### config.mk
export PLATFORM = sky130hd
export DESIGN_NAME = bb_v0_arb
export DESIGN_NICKNAME = d
export VERILOG_FILES = /design/src/rtl/bb_v0_arb_pkg.sv /design/src/rtl/bb_v0_arb_rr2.sv /design/src/rtl/bb_v0_arb.sv
export SDC_FILE = /design/constraint.sdc
export NUM_CORES = 1
export LEC_CHECK = 0
export BUFFER_PORTS_ARGS = -buffer_cell sky130_fd_sc_hd__buf_2
export CAP_MARGIN = 20
export CORE_MARGIN = 2
export CORE_UTILIZATION = 51
export CTS_CLUSTER_SIZE = 10
export DETAILED_ROUTE_END_ITERATION = 7
export GPL_TIMING_DRIVEN = 0
export PLACE_DENSITY = 0.85
export REMOVE_ABC_BUFFERS = 1
export SLEW_MARGIN = 20
export SYNTH_ARGS = -nofsm -noshare
export SYNTH_HDL_FRONTEND = slang
export SYNTH_HIERARCHICAL = 1
export SYNTH_SLANG_ARGS = --single-unit
### constraint.sdc
create_clock -name clk -period 3.2 [get_ports clk]
set_input_delay 0.48 -clock clk [delete_from_list [all_inputs] [get_ports clk]]
set_output_delay 0.48 -clock clk [all_outputs]
set_load 0.05 [all_outputs]
### src/rtl/bb_v0_arb_pkg.sv
// rtl/bb_v0_arb_pkg.sv - shared types and constants for the v0 sram arbiter
package bb_v0_arb_pkg;

  typedef enum logic {
    ST_IDLE = 1'b0,
    ST_INIT = 1'b1
  } arb_state_t;

  localparam int V0_WORDS = 16;
  localparam int VADDR_W  = 14;

  // Read tag: {valid, requester id (0=A, 1=B), is_read}
  localparam int TAG_W   = 3;
  localparam int TAG_VLD = 2;
  localparam int TAG_ID  = 1;
  localparam int TAG_RD  = 0;

  localparam logic [31:0] INIT_VAL_DEFAULT = 32'h0000_0000;

endpackage

### src/rtl/bb_v0_arb_rr2.sv
// rtl/bb_v0_arb_rr2.sv - 2-way round-robin picker with last-winner pointer
module bb_v0_arb_rr2 (
  input  logic       clk,
  input  logic       reset_l,
  input  logic [1:0] i_req,
  input  logic       i_en,
  output logic [1:0] o_gnt
);

  // 1 = B was granted last, so A wins the first tie after reset
  logic r_last_b;

  // pick a winner; on a tie favour whoever was not granted last
  always_comb begin
    o_gnt = 2'b00;
    if (i_en) begin
      case (i_req)
        2'b01:   o_gnt = 2'b01;
        2'b10:   o_gnt = 2'b10;
        2'b11:   o_gnt = r_last_b ? 2'b01 : 2'b10;
        default: o_gnt = 2'b00;
      endcase
    end
  end

  // pointer follows the most recent winner
  always_ff @(posedge clk or negedge reset_l) begin
    if (!reset_l) begin
      r_last_b <= 1'b1;
    end else if (|o_gnt) begin
      r_last_b <= o_gnt[1];
    end
  end

endmodule

### src/rtl/bb_v0_arb.sv
// rtl/bb_v0_arb.sv - v0 sram controller: A/B round-robin access plus init fill
module bb_v0_arb
  import bb_v0_arb_pkg::*;
#(
  parameter int          AW       = 4,
  parameter int          DW       = 32,
  parameter logic [DW-1:0] INIT_VAL = INIT_VAL_DEFAULT
) (
  input  logic               clk,
  input  logic               reset_l,
  input  logic               a_req,
  input  logic               a_we,
  input  logic [VADDR_W-1:0] a_addr,
  input  logic [DW-1:0]      a_wdata,
  output logic               a_gnt,
  output logic               a_rvalid,
  output logic [DW-1:0]      a_rdata,
  input  logic               b_req,
  input  logic               b_we,
  input  logic [VADDR_W-1:0] b_addr,
  input  logic [DW-1:0]      b_wdata,
  output logic               b_gnt,
  output logic               b_rvalid,
  output logic [DW-1:0]      b_rdata,
  input  logic               init_start,
  output logic               init_busy,
  output logic               v_me,
  output logic               v_we,
  output logic [VADDR_W-1:0] v_addr,
  output logic [DW-1:0]      v_in,
  input  logic [DW-1:0]      v_out
);

  localparam logic [AW-1:0] LAST_WORD = AW'(V0_WORDS - 1);

  arb_state_t         r_state;
  arb_state_t         w_state_nxt;
  logic [AW-1:0]      r_cnt;
  logic [AW-1:0]      w_cnt_nxt;
  logic               w_arb_en;
  logic [1:0]         w_req;
  logic [1:0]         w_gnt;

  logic               w_sel_b;
  logic               w_sel_we;
  logic [VADDR_W-1:0] w_sel_addr;
  logic [DW-1:0]      w_sel_wdata;

  logic               r_v_me;
  logic               r_v_we;
  logic [VADDR_W-1:0] r_v_addr;
  logic [DW-1:0]      r_v_in;

  logic [TAG_W-1:0]   r_tag0;
  logic [TAG_W-1:0]   r_tag1;
  logic               w_rsp_rd;
  logic               r_a_rvalid;
  logic               r_b_rvalid;
  logic [DW-1:0]      r_a_rdata;
  logic [DW-1:0]      r_b_rdata;

  assign w_req = {b_req, a_req};

  bb_v0_arb_rr2 u_rr2 (
    .clk     (clk),
    .reset_l (reset_l),
    .i_req   (w_req),
    .i_en    (w_arb_en),
    .o_gnt   (w_gnt)
  );

  assign a_gnt = w_gnt[0];
  assign b_gnt = w_gnt[1];

  // winner's command mux
  assign w_sel_b     = w_gnt[1];
  assign w_sel_we    = w_sel_b ? b_we    : a_we;
  assign w_sel_addr  = w_sel_b ? b_addr  : a_addr;
  assign w_sel_wdata = w_sel_b ? b_wdata : a_wdata;

  // next state: arbitration only in IDLE; INIT walks all words then returns
  always_comb begin
    w_state_nxt = r_state;
    w_cnt_nxt   = r_cnt;
    w_arb_en    = 1'b0;
    case (r_state)
      ST_IDLE: begin
        w_arb_en = 1'b1;
        if (init_start) begin
          w_state_nxt = ST_INIT;
          w_cnt_nxt   = '0;
        end
      end
      ST_INIT: begin
        w_cnt_nxt = r_cnt + 1'b1;
        if (r_cnt == LAST_WORD) begin
          w_state_nxt = ST_IDLE;
        end
      end
      default: begin
        w_state_nxt = ST_IDLE;
      end
    endcase
  end

  // state and init counter registers
  always_ff @(posedge clk or negedge reset_l) begin
    if (!reset_l) begin
      r_state <= ST_IDLE;
      r_cnt   <= '0;
    end else begin
      r_state <= w_state_nxt;
      r_cnt   <= w_cnt_nxt;
    end
  end

  // registered sram command: init writes take priority, else the granted access
  always_ff @(posedge clk or negedge reset_l) begin
    if (!reset_l) begin
      r_v_me   <= 1'b0;
      r_v_we   <= 1'b0;
      r_v_addr <= '0;
      r_v_in   <= '0;
    end else if (r_state == ST_INIT) begin
      r_v_me   <= 1'b1;
      r_v_we   <= 1'b1;
      r_v_addr <= {{(VADDR_W-AW){1'b0}}, r_cnt};
      r_v_in   <= INIT_VAL;
    end else if (|w_gnt) begin
      r_v_me   <= 1'b1;
      r_v_we   <= w_sel_we;
      r_v_addr <= w_sel_addr;
      r_v_in   <= w_sel_wdata;
    end else begin
      r_v_me   <= 1'b0;
      r_v_we   <= 1'b0;
    end
  end

  // tag pipe tracks each grant through the macro's two-cycle read path
  always_ff @(posedge clk or negedge reset_l) begin
    if (!reset_l) begin
      r_tag0 <= '0;
      r_tag1 <= '0;
    end else begin
      r_tag0 <= {(|w_gnt), w_sel_b, ~w_sel_we};
      r_tag1 <= r_tag0;
    end
  end

  assign w_rsp_rd = r_tag1[TAG_VLD] & r_tag1[TAG_RD];

  // route macro output to the owning port; rdata holds between pulses
  always_ff @(posedge clk or negedge reset_l) begin
    if (!reset_l) begin
      r_a_rvalid <= 1'b0;
      r_b_rvalid <= 1'b0;
      r_a_rdata  <= '0;
      r_b_rdata  <= '0;
    end else begin
      r_a_rvalid <= w_rsp_rd & ~r_tag1[TAG_ID];
      r_b_rvalid <= w_rsp_rd &  r_tag1[TAG_ID];
      if (w_rsp_rd & ~r_tag1[TAG_ID]) r_a_rdata <= v_out;
      if (w_rsp_rd &  r_tag1[TAG_ID]) r_b_rdata <= v_out;
    end
  end

  assign v_me      = r_v_me;
  assign v_we      = r_v_we;
  assign v_addr    = r_v_addr;
  assign v_in      = r_v_in;
  assign a_rvalid  = r_a_rvalid;
  assign a_rdata   = r_a_rdata;
  assign b_rvalid  = r_b_rvalid;
  assign b_rdata   = r_b_rdata;
  assign init_busy = (r_state == ST_INIT);

endmodule
Yosys cells after proc, flatten, opt, wreduce, memory -nomap -nowiden
Index checks and enable logic that the tools add are counted.

Equal/unequal tests: 5. $add $sub $neg: 1. Bitwise gates (word level): 6. Mux-type cells: 19. Reductions and logical operators: 2.

Operators with widths (number): $mux W32 (3); $mux W14 (3); $pmux W4 S2 (1); $mux W1 (7); $pmux W2 S3 (1); $add A4 B1 Y4 const B (1); $eq A2 B2 Y1 const B (2); $eq A4 B4 Y1 const B (1); $mux W2 (2); $mux W4 (1); $and A1 B1 Y1 (3); $not A1 Y1 (3); $eq A2 B1 Y1 const B (1); $ne A2 B2 Y1 const B (1); $pmux W1 S2 (1); $reduce_bool A2 Y1 (1); $reduce_or A2 Y1 (1).

Input port bits: 131. Output and inout port bits: 117. Flip-flop bits (word level): 126. Word-level logic and storage cells: 46.

Logic depth before layout (Yosys ltp)
Depth in word-level cells: 6. Depth in mapped cells: 9. Depth with buffers taken out: 6.

Hierarchy
Netlist, hierarchy kept.

Modules (own cells, without submodules): bb_v0_arb (area an instance 5440.2 sq um, seq. area each 3128.0 sq um, instances 1, cells an instance 380); bb_v0_arb_rr2 (area an instance 62.6 sq um, seq. area each 26.3 sq um, instances 1, cells an instance 8).

Least setup slack after synthesis
Ideal clock, no wire load.

Kind: register to register. Start point: register r_state, in the netlist init_busy. End point: register r_v_in[13], in the netlist v_in[13]. Required time: 3.068 ns. Setup time: 0.132 ns. Arrival: 2.734 ns. Buffers on the path: 4. Setup slack: 0.334 ns. Cell stages (with the launch flop): 10. Period minus slack after synthesis: 2.866 ns. Cell sequence: dfrtp_1 -> buf_2 -> clkinv_1 -> nand2_1 -> a21oi_1 -> buf_2 -> buf_4 -> buf_4 -> mux2i_1 -> nor2_1.

Longest elaborated chain between the ends: 4. Elaborated cells between the ends (all ways): 6. Those cells by class: mux: 4; reduce/logical: 2.

Ends and longest elaborated chain: start: declaration (line bb_v0_arb.sv:36) `arb_state_t r_state;`; start signal: assignment (line bb_v0_arb.sv:112) `r_state <= w_state_nxt;`; $mux W2 (*) (line bb_v0_arb_rr2.sv:16) `if (i_en) begin`; via b_gnt (line bb_v0_arb.sv:22) `output logic b_gnt,`; $mux W32 (line bb_v0_arb.sv:79) `assign w_sel_wdata = w_sel_b ? b_wdata : a_wdata;`; $mux W32 (line bb_v0_arb.sv:129) `end else if (|w_gnt) begin`; $mux W32 (line bb_v0_arb.sv:124) `end else if (r_state == ST_INIT) begin`; end signal: assignment (line bb_v0_arb.sv:133) `r_v_in <= w_sel_wdata;`; end: declaration (line bb_v0_arb.sv:52) `logic [DW-1:0] r_v_in;`.

Mark *: on every way through the listed nets, which the timed path passes. The rest lies on a longest branch. The select of a mux whose other input is x is not followed. A chain may end at the register's enable or synchronous reset.

Final worst setup path
Start point: register r_state, in the netlist init_busy. End point: output b_gnt.

Longest elaborated chain between the ends: 1.

Ends and longest elaborated chain (line): $mux W2 (bb_v0_arb_rr2.sv:16); end: declaration (bb_v0_arb.sv:22).

Every way passes these cells.

==> summary.md <==
| Metric | Value |
|---|---|
| Critical path class | reg2out |
| Total wire length | 13.4 mm |
| Crit. End Element | output port |
| VDD IR max | 509 uV |
| Die area | between 10000 and 15000 um^2 |
| WHS Endpoint | r_tag0[0] |
| Max Freq | roughly 340 MHz |
| ANT nets after route | 0 |
| Clk sink count | 126 |
| #FFs+latches synth | between 100 and 150 |
| Fillers | 697 |
| Slew of the pin with the lowest slew margin | 0.892 ns |
| Vias in the first global route | between 4000 and 5000 |
| Most common cell in the synthesized netlist | dfrtp_1 |
| Hold Fails Final Rpt | 0 |
| Port Buffer Count | between 200 and 250 |
| Synth top area share | 56.8% |
| PD cells | 850 nW/um^2 |
| Clock period minus worst slack | approximately 2.9 ns |
| Syn avg cell area | 14.2 um^2 |
| Reg area | 3160 um^2 |
| R2R cell count | 8 |
| Worst hold slack | between 0.15 and 0.2 ns |
| Overflow left after global routing | 0 |
| Leak | around 3.7 nW |
| Worst-Skew Late Latency | roughly 0.50 ns |
| Area grow syn2layout | 36.5% |
| Clock Path Buffers | 2 |
| Area of the multi-input gates | 2190 um^2 |
| Post-layout power | 6.38 mW |
| Data required time at the worst endpoint | 2.72 ns |
| Post-CTS Hold Fix Bufs | 1 |
| Reg2reg end | v_in[30] |
| First-pass GRT wire length | 20.9 mm |
| Hold/Removal Path Class | in2reg |
| DP HPWL | 9.93 mm |
| # setup viols final | 0 |
| Nets | 770 |
| CTS HTree Levels | 4 |
| Initial Util | 52.8% |
| Sequential share of the synthesized area | 57.3% |
| Pre-antenna DRT Iters | 4 |
| Vias/cell | about 5.1 |
| Core ar. | 10400 um^2 |
| Post-synth EDFFs | 0 |
| Post-layout util | 72.1% |
| Worst setup SP type | flop |
| Residual DRC | 0 |
| Synthesized area | 5500 um^2 |
| Post-route setup TNS | 0 ns |
| Max Cap Viol | 0 |
| Post-Place Worst Slack | 0.728 ns |
| Primary FF master, synth | dfrtp_1 |
| Post-CTS sizing | 0 |
| Clk slew on worst S/H paths | 0.06 ns |
| Reg2Reg Setup Slack | slightly above 0.7 ns |
| Unrepaired setup endpoints after global routing | no |
| Die span in y | 108 um |
| Synth warnings | 6 |
| Fin. max-slew vios | 0 |
| I/O Pins | 248 |
| GPL Wtd Cong | around 0.77 |
| Root Driver | clkbuf_8 |
| Largest area contributor in the netlist | dfrtp_1 |
| Outcome | complete, no violations |
| First-iteration detailed-routing DRC count | 168 |
| Critical path arrival | 2.43 ns |
| CTS tree | built |
| Setup Skew | 0.00909 ns |
| Post-synth top cells | 125 x dfrtp_1, 73 x mux2_2, 46 x mux2i_1 |
| Fin worst setup slack | slightly below 0.3 ns |
| TritonCTS buffer count | 17 |
| Row count | 37 |
| Post-synthesis async set-or-reset flop share | 100% |
| CP max FO | 19 |
| Worst rel slew slack | about two fifths |
| Distinct cell type count after synthesis | 28 |
| Worst hold path depth | 2 |
| DR WL/cell | 17.0 um |
| Synth top area cells | dfrtp_1 57%, mux2_2 15%, mux2i_1 8.4% |
| Die span in x | ~110 um |
| Final period util | a little over 90% |
| Hold wc startpoint | a_we |
| Critical R2R Launch | init_busy |
| Vias | 3986 |
| Gate count after technology mapping | between 300 and 400 |
| Initial antenna violation count | 1 |
| Gr usage total | 23.5% |
| Setup Buffers After CTS | 0 |
| Largest net degree at the start of global routing | 72 |
| Layout cells sized above 1 | a little over 60% |
per-layer routing:
metal | GRT usage (%) | vias to the layer above | share of wire [%]
met4 | 10.3 | 0 | 2.6
met5 | 0 | - | 0
li1 | - | 1849 | -
met2 | 39.8 | 189 | 50
met1 | 26.1 | 1922 | 39
met3 | 9.50 | 26 | 8.8
registers in the layout (all words and copies together), names as in the netlist:
signal	cells
a_rdata	32
b_rdata	32
v_in	32
v_addr	14
r_cnt	4
r_tag0	3
r_tag1	3
a_rvalid	1
b_rvalid	1
init_busy	1
u_rr2/r_last_b	1
v_me	1
v_we	1
logic make-up after synthesis:
group | after synthesis | synth area share, %
AOI/OAI and AO/OA | 15 | 1.64
xor gates and xnor gates | 2 | 0.318
adders and majority gates | 1 | 0.227
buffers and inverters | 28 | 3.23
DFF | 126 | 57.3
muxes | 155 | 32.6
and+or+nand+nor | 61 | 4.68
placed cells by master (no fill, tap or decap), drive strengths merged:
cell type    count
nand3            2
and3             1
bufinv           1
xor2             1
nor2            43
dfstp            1
o21ai            7
dlygate4sd3      1
diode            1
inv              8
mux2           109
o22a             1
nand3b           1
nand2           13
dfrtp          125
clkinvlp         3
a21oi            4
o22ai            2
a32o             1
ha               1
mux2i           46
xnor2            1
buf            253
nand2b           1
clkinv           7
clkbuf          18
worst max-delay path by stage:
| stage | cells past startpoint | startpoint | to | slack [ns] |
|---|---|---|---|---|
| 3_5_place_dp | 8 | init_busy | v_in[30] | 0.73 |
| 4_1_cts | 4 | init_busy | b_gnt | 0.24 |
| 6_report | 4 | init_busy | b_gnt | 0.29 |
| 2_1_floorplan | 5 | init_busy | v_addr[0] | -3.32 |
| 3_3_place_gp | 4 | init_busy | b_gnt | -4.00 |
| 5_1_grt | 4 | init_busy | b_gnt | 0.16 |
critical path, stage by stage (launching register included):
cell and delay [ns]:
dfrtp_2 0.49, clkinv_1 0.23, nand2_1 0.17, a21oi_4 0.64
buf_2 0.40
area by class of cell:
| type | count | share of cell area, % |
|---|---|---|
| Clock inverter | 14 | 1.80 |
| Antenna cell | 1 | 0.0333 |
| Timing Repair Buffer | 254 | 18.8 |
| Clock buffer | 18 | 5.70 |
| Multi-Input combinational cell | 234 | 29.2 |
| Tap cell | 136 | 2.26 |
| Inverter | 5 | 0.250 |
| Sequential cell | 126 | 42.0 |
metrics by stage:
stage	std cells	area [um^2]
CTS	787	7510
global placement	748	6750
finish	788	7510
floorplan	365	5340
detailed placement	754	6940
global route	788	7510
report_power, final:
| group | internal, mW | total (mW) | switching (mW) | leakage, nW |
|---|---|---|---|---|
| clock network | 1.06 | 1.80 | 0.733 | 0.270 |
| logic | 0.764 | 2.44 | 1.67 | 1.86 |
| registers | 1.95 | 2.15 | 0.203 | 1.57 |
| total | 3.77 | 6.38 | 2.61 | 3.70 |
Note: power is estimated with default switching activity, not from simulation.
